--- src/rtl/fc_layer_sequencer.sv ---
// Single-MAC fully-connected layer sequencer. For each output neuron it clears the core,
// streams N (node, weight) pairs from the operand SRAMs, waits for the sum and hands it downstream.
module fc_layer_sequencer #(
  parameter int IN_DATA_WIDTH = 8,
  parameter int NODE_ADDR_W   = 10,
  parameter int OUT_ADDR_W    = 8
) (
  input  logic                              clk,
  input  logic                              reset_n,
  input  logic                              i_start,
  input  logic                              i_abort,
  input  logic [NODE_ADDR_W:0]              i_num_node,
  input  logic [OUT_ADDR_W:0]               i_num_out,
  output logic                              o_idle,
  output logic                              o_done,
  output logic                              o_node_rd_en,
  output logic [NODE_ADDR_W-1:0]            o_node_addr,
  input  logic [IN_DATA_WIDTH-1:0]          i_node_data,
  output logic                              o_wegt_rd_en,
  output logic [NODE_ADDR_W+OUT_ADDR_W-1:0] o_wegt_addr,
  input  logic [IN_DATA_WIDTH-1:0]          i_wegt_data,
  output logic                              o_core_run,
  output logic                              o_core_valid,
  output logic [IN_DATA_WIDTH-1:0]          o_core_node,
  output logic [IN_DATA_WIDTH-1:0]          o_core_wegt,
  input  logic                              i_core_valid,
  input  logic [4*IN_DATA_WIDTH-1:0]        i_core_result,
  output logic                              o_res_valid,
  input  logic                              i_res_ready,
  output logic [OUT_ADDR_W-1:0]             o_res_addr,
  output logic [4*IN_DATA_WIDTH-1:0]        o_res_data
);

  typedef enum logic [2:0] {IDLE, CLEAR, FEED, DRAIN, OUTPUT, DONE} state_t;

  state_t                 state;
  logic [NODE_ADDR_W:0]   num_node;
  logic [OUT_ADDR_W:0]    num_out;
  logic [NODE_ADDR_W:0]   vld_cnt;
  logic [NODE_ADDR_W:0]   node_last;
  logic [OUT_ADDR_W:0]    out_last;

  assign node_last    = num_node - (NODE_ADDR_W+1)'(1);
  assign out_last     = num_out - (OUT_ADDR_W+1)'(1);
  assign o_wegt_rd_en = o_node_rd_en;
  assign o_core_node  = i_node_data;
  assign o_core_wegt  = i_wegt_data;

  always_ff @(posedge clk or negedge reset_n) begin
    if (!reset_n) begin
      state        <= IDLE;
      num_node     <= '0;
      num_out      <= '0;
      vld_cnt      <= '0;
      o_idle       <= 1'b1;
      o_done       <= 1'b0;
      o_node_rd_en <= 1'b0;
      o_node_addr  <= '0;
      o_wegt_addr  <= '0;
      o_core_run   <= 1'b0;
      o_core_valid <= 1'b0;
      o_res_valid  <= 1'b0;
      o_res_addr   <= '0;
      o_res_data   <= '0;
    end else begin
      // a read issued in the abort cycle is dropped so the core never sees it
      o_core_valid <= o_node_rd_en & ~i_abort;
      o_core_run   <= 1'b0;
      o_done       <= 1'b0;
      if (i_abort) begin
        state        <= IDLE;
        o_idle       <= 1'b1;
        o_core_run   <= 1'b1;
        o_node_rd_en <= 1'b0;
        o_res_valid  <= 1'b0;
      end else begin
        case (state)
          IDLE: begin
            if (i_start) begin
              o_idle <= 1'b0;
              if (i_num_node != '0 && i_num_out != '0) begin
                state       <= CLEAR;
                o_core_run  <= 1'b1;
                num_node    <= i_num_node;
                num_out     <= i_num_out;
                o_res_addr  <= '0;
                o_wegt_addr <= '0;
              end else begin
                state  <= DONE;
                o_done <= 1'b1;
              end
            end
          end
          CLEAR: begin
            state        <= FEED;
            o_node_rd_en <= 1'b1;
            o_node_addr  <= '0;
            vld_cnt      <= '0;
          end
          FEED: begin
            o_node_addr <= o_node_addr + NODE_ADDR_W'(1);
            o_wegt_addr <= o_wegt_addr + (NODE_ADDR_W+OUT_ADDR_W)'(1);
            // with deep N, early core pulses already arrive while still feeding
            if (i_core_valid) vld_cnt <= vld_cnt + (NODE_ADDR_W+1)'(1);
            if ({1'b0, o_node_addr} == node_last) begin
              o_node_rd_en <= 1'b0;
              state        <= DRAIN;
            end
          end
          DRAIN: begin
            if (i_core_valid) begin
              if (vld_cnt == node_last) begin
                o_res_data  <= i_core_result;
                o_res_valid <= 1'b1;
                state       <= OUTPUT;
              end else begin
                vld_cnt <= vld_cnt + (NODE_ADDR_W+1)'(1);
              end
            end
          end
          OUTPUT: begin
            if (i_res_ready) begin
              o_res_valid <= 1'b0;
              if ({1'b0, o_res_addr} == out_last) begin
                state  <= DONE;
                o_done <= 1'b1;
              end else begin
                o_res_addr <= o_res_addr + OUT_ADDR_W'(1);
                o_core_run <= 1'b1;
                state      <= CLEAR;
              end
            end
          end
          DONE: begin
            state  <= IDLE;
            o_idle <= 1'b1;
          end
          default: begin
            state  <= IDLE;
            o_idle <= 1'b1;
          end
        endcase
      end
    end
  end

endmodule

--- config.mk ---
export PLATFORM = sky130hd
export DESIGN_NAME = fc_layer_sequencer
export DESIGN_NICKNAME = d
export VERILOG_FILES = /design/src/rtl/fc_layer_sequencer.sv
export SDC_FILE = /design/constraint.sdc
export NUM_CORES = 1
export LEC_CHECK = 0
export BUFFER_PORTS_ARGS = -buffer_cell sky130_fd_sc_hd__buf_2
export CAP_MARGIN = 10
export CORE_MARGIN = 4
export CORE_UTILIZATION = 25
export CTS_CLUSTER_DIAMETER = 30
export DETAILED_ROUTE_END_ITERATION = 7
export SETUP_SLACK_MARGIN = 0.02
export SLEW_MARGIN = 10
export SYNTH_ARGS = -nofsm -noshare
export SYNTH_HDL_FRONTEND = slang
export SYNTH_SLANG_ARGS = --single-unit
--- constraint.sdc ---
create_clock -name clk -period 3.4 [get_ports clk]
set_input_delay 0.34 -clock clk [delete_from_list [all_inputs] [get_ports clk]]
set_output_delay 0.34 -clock clk [all_outputs]
set_load 0.005 [all_outputs]
==> results.py <==
metrics = {
    "status": {
        "outcome": "complete, but fails checks",
        "violations": "negative hold slack",
    },
    "floorplanning": {
        "rows": 57,
        "die_w_um": 165.2,
        "dieArea_sq_um": 27280,
        "ios": 165,
        "core_sq_um": 24320,
        "die-height_um": 165.2,
        "initial_core_util_pct": 25.39,
    },
    "cts": {
        "cts_tree": "built",
        "clock-sinks": 108,
        "clk_latency_ps": 360,
        "root_buffer": "clkbuf_16",
        "cts_buffer_depth": 2,
        "clk_pin_slew_ps": 80,
        "cts_buffers": 9,
        "h-tree-depth": 3,
    },
    "placement": {
        "place_congestion": 0.8502,
        "port_buffers": 132,
        "placedCellCount": 1085,
        "place.detailed.hpwl_um": 12800,
    },
    "synth": {
        "avgSynthCellArea_sq_um": 9.299,
        "ys_top_cells_by_area": "dfrtp_1 (43%), mux2_2 (5.3%), nand2_1 (5.3%)",
        "async_flop_share_pct": 100.0,
        "syn-num-nets": 744,
        "ys_top_cells_by_count": "dfrtp_1 (107), nand2_1 (87), nor2_1 (41)",
        "synth_cell_types": 65,
        "yosysTopAreaCellShare_pct": 43.36,
        "ys_warn_count": 0,
        "synth_area_sq_um": 6175,
        "synth_top_area_cell": "dfrtp_1",
        "ys_seq_elements": 108,
        "synth_most_common_cell": "dfrtp_1",
        "synth_edf_count": 0,
        "synthCells": 664,
        "synthFlopType": "dfrtp_1",
        "synth_sequential_area_ratio_pct": 43.79,
    },
    "setup_path": {
        "startpoint_type": "register",
        "worstSetupPathType": "register to register",
        "crit_end": "vld_cnt[8]$_DFFE_PN0P_",
        "cp_data_required_time_ps": 3640,
        "reg2regPathDepth": 10,
        "critPathMaxFanout": 10,
        "crit-reg2reg-capture": "vld_cnt[8]$_DFFE_PN0P_",
        "r2r-start": "num_node[0]$_DFFE_PN0P_",
        "endpoint_kind": "register",
        "crit_start": "num_node[0]$_DFFE_PN0P_",
        "reg2reg_setup_slack_ps": 200,
        "critPathArrivalTime_ps": 3440,
    },
    "cells_and_area": {
        "drive_gt1_share_pct": 26.96,
        "antenna_cells": 0,
        "layout.cells.non_filler": 1103,
        "nets": 854,
        "syn_to_final_growth_pct": 20.30,
    },
    "power": {
        "p_int_w": 0.002412,
        "power_density_nw_per_um2": 507.6,
        "p_seq_share_pct": 43.0,
        "ir_drop_mv": 0.2645,
        "finalPower_w": 0.003770,
        "switching_share_pct": 36.03,
        "pwr-share-comb_pct": 28.6,
        "clock_power_share_pct": 28.4,
        "power_switching_w": 0.001358,
        "p_leak_nw": 3.580,
    },
    "global_routing": {
        "grt_pass1_vias": 5268,
        "grt-ovfl-total": 0,
        "grt_usage_pct": 12.78,
        "grt_max_degree": 52,
        "antenna_found_initial": 0,
        "grt_pass1_wl_um": 28050,
    },
    "job": {
        "drv_cap": 0,
    },
    "timing": {
        "relSlewSlack_pct": 52.55,
        "hold_viol": 3,
        "finalMaxSlewViolations": 0,
        "fin_crit_ps": 3204,
        "max_freq_mhz": 312.1,
        "finalSetupViolCount": 0,
        "hold_ws_ps": -1.589,
        "tightest_slew_ps": 711.1,
        "fin_crit_sh_pct": 94.25,
        "setup_tns_ps": 0,
        "rsz0062_at_grt": "no",
        "clock_skew_ps": 13.69,
    },
    "detailed_routing": {
        "drtIter0Drc": 239,
        "wire_per_inst_um": 15.57,
        "routed-via-count": 5351,
        "drtAntennaViolNets": 0,
        "wirelength_um": 17170,
        "viasPerCell": 4.851,
        "drc": 0,
        "first_pass_iters": 4,
    },
    "worst_hold_path": {
        "min_path_type": "input pin to async pin",
    },
}
-- cell usage in the layout (no fill, tap or decap), types with 6 or more instances in the layout --
cell,n
nor2_1,41
and3_1,12
mux2_1,6
o21ai_0,32
dfrtp_1,107
o31ai_1,8
nand4_1,17
a21oi_1,30
clkbuf_16,9
mux2_2,29
o211ai_1,10
nand2_1,87
or4_1,11
buf_4,21
nor3_1,12
xor2_1,22
inv_1,21
or3_1,17
nand2b_1,9
nand3_1,24
buf_2,131
xnor2_1,25
nor4_1,10
ha_1,6
-- registers in the layout, indices dropped and copies added (netlist names) --
| name | count |
|---|---|
| num_node | 11 |
| num_out | 9 |
| o_core_run | 1 |
| o_core_valid | 1 |
| o_done | 1 |
| o_idle | 1 |
| o_node_addr | 10 |
| o_node_rd_en | 1 |
| o_res_addr | 8 |
| o_res_data | 32 |
| o_res_valid | 1 |
| o_wegt_addr | 18 |
| state | 3 |
| vld_cnt | 11 |
-- worst max-delay path, cell delays in order, from the launching register on --
cell	delay (ps)
dfrtp_1	450
inv_1	100
ha_1	160
or4b_1	550
o211a_1	260
mux2_2	270
o211a_1	290
nor4bb_1	150
buf_4	180
or3_1	370
a221o_1	330
-- cells by family after synthesis --
| kind of cell | after synthesis | share of synthesized area [%] |
|---|---|---|
| multiplexers | 36 | 6.545 |
| XOR/XNOR | 47 | 6.667 |
| AND/OR/NAND/NOR | 271 | 22.80 |
| flip-flops | 108 | 43.79 |
| AO/OA/AOI/OAI | 121 | 13.03 |
| buffers and inverters | 75 | 5.957 |
| adder cells (fa/ha/maj) | 6 | 1.216 |
-- stage by stage --
stage / utilization [%] / instance area [sq um] / setup slack, ps
3_3_place_gp: 29.26 / 7117 / 313.5
4_1_cts: 30.46 / 7408 / 221.4
6_report: 30.54 / 7428 / 195.6
5_1_grt: 30.54 / 7428 / 29.49
2_1_floorplan: - / 6175 / 273.8
3_5_place_dp: 29.26 / 7117 / 241.1
-- cell type report --
| class | count | area, sq um |
|---|---|---|
| fill | 2562 | 16890 |
| tap | 324 | 405.4 |
| timing repair buffer | 153 | 833.3 |
| sequential | 108 | 2704 |
| inverter | 21 | 78.83 |
| clock buffer | 10 | 229.0 |
| clock inverter | 6 | 62.56 |
| multi-input combinational | 481 | 3115 |
-- layer usage --
metal	part of all wire (%)	vias up	GRT usage, %
li1	-	2584	-
met3	7.6	18	3.773
met4	1.2	0	2.987
met1	46	2574	17.17
met5	0	-	0
met2	45	175	20.32
-- worst min path at each step --
stage	startpoint	end	slack [ps]
2_1_floorplan	reset_n	num_node[0]$_DFFE_PN0P_	40
3_3_place_gp	reset_n	num_node[2]$_DFFE_PN0P_	410
3_5_place_dp	reset_n	num_node[2]$_DFFE_PN0P_	400
4_1_cts	reset_n	num_node[1]$_DFFE_PN0P_	20
5_1_grt	reset_n	num_node[2]$_DFFE_PN0P_	40
6_report	reset_n	num_node[1]$_DFFE_PN0P_	-2
-- power by group through the flow --
stage / Sequential [W] / Combinational [W] / Clock, W
after floorplan: 0.00154 / 0.000812 / 0
after CTS: 0.00162 / 0.00107 / 0.00113
after detailed placement: 0.00164 / 0.00107 / 0
after global placement: 0.00164 / 0.00107 / 0
final: 0.00162 / 0.00108 / 0.00107
after global routing: 0.00164 / 0.00121 / 0.00117
-- repair_timing --
item                                    CTS  global route
resized for setup                         0             1
endpoints found under the setup margin    0            12
buffers inserted                          0             2
hold buffers                              0             0
No activity file was read; power rests on OpenSTA's default activity.
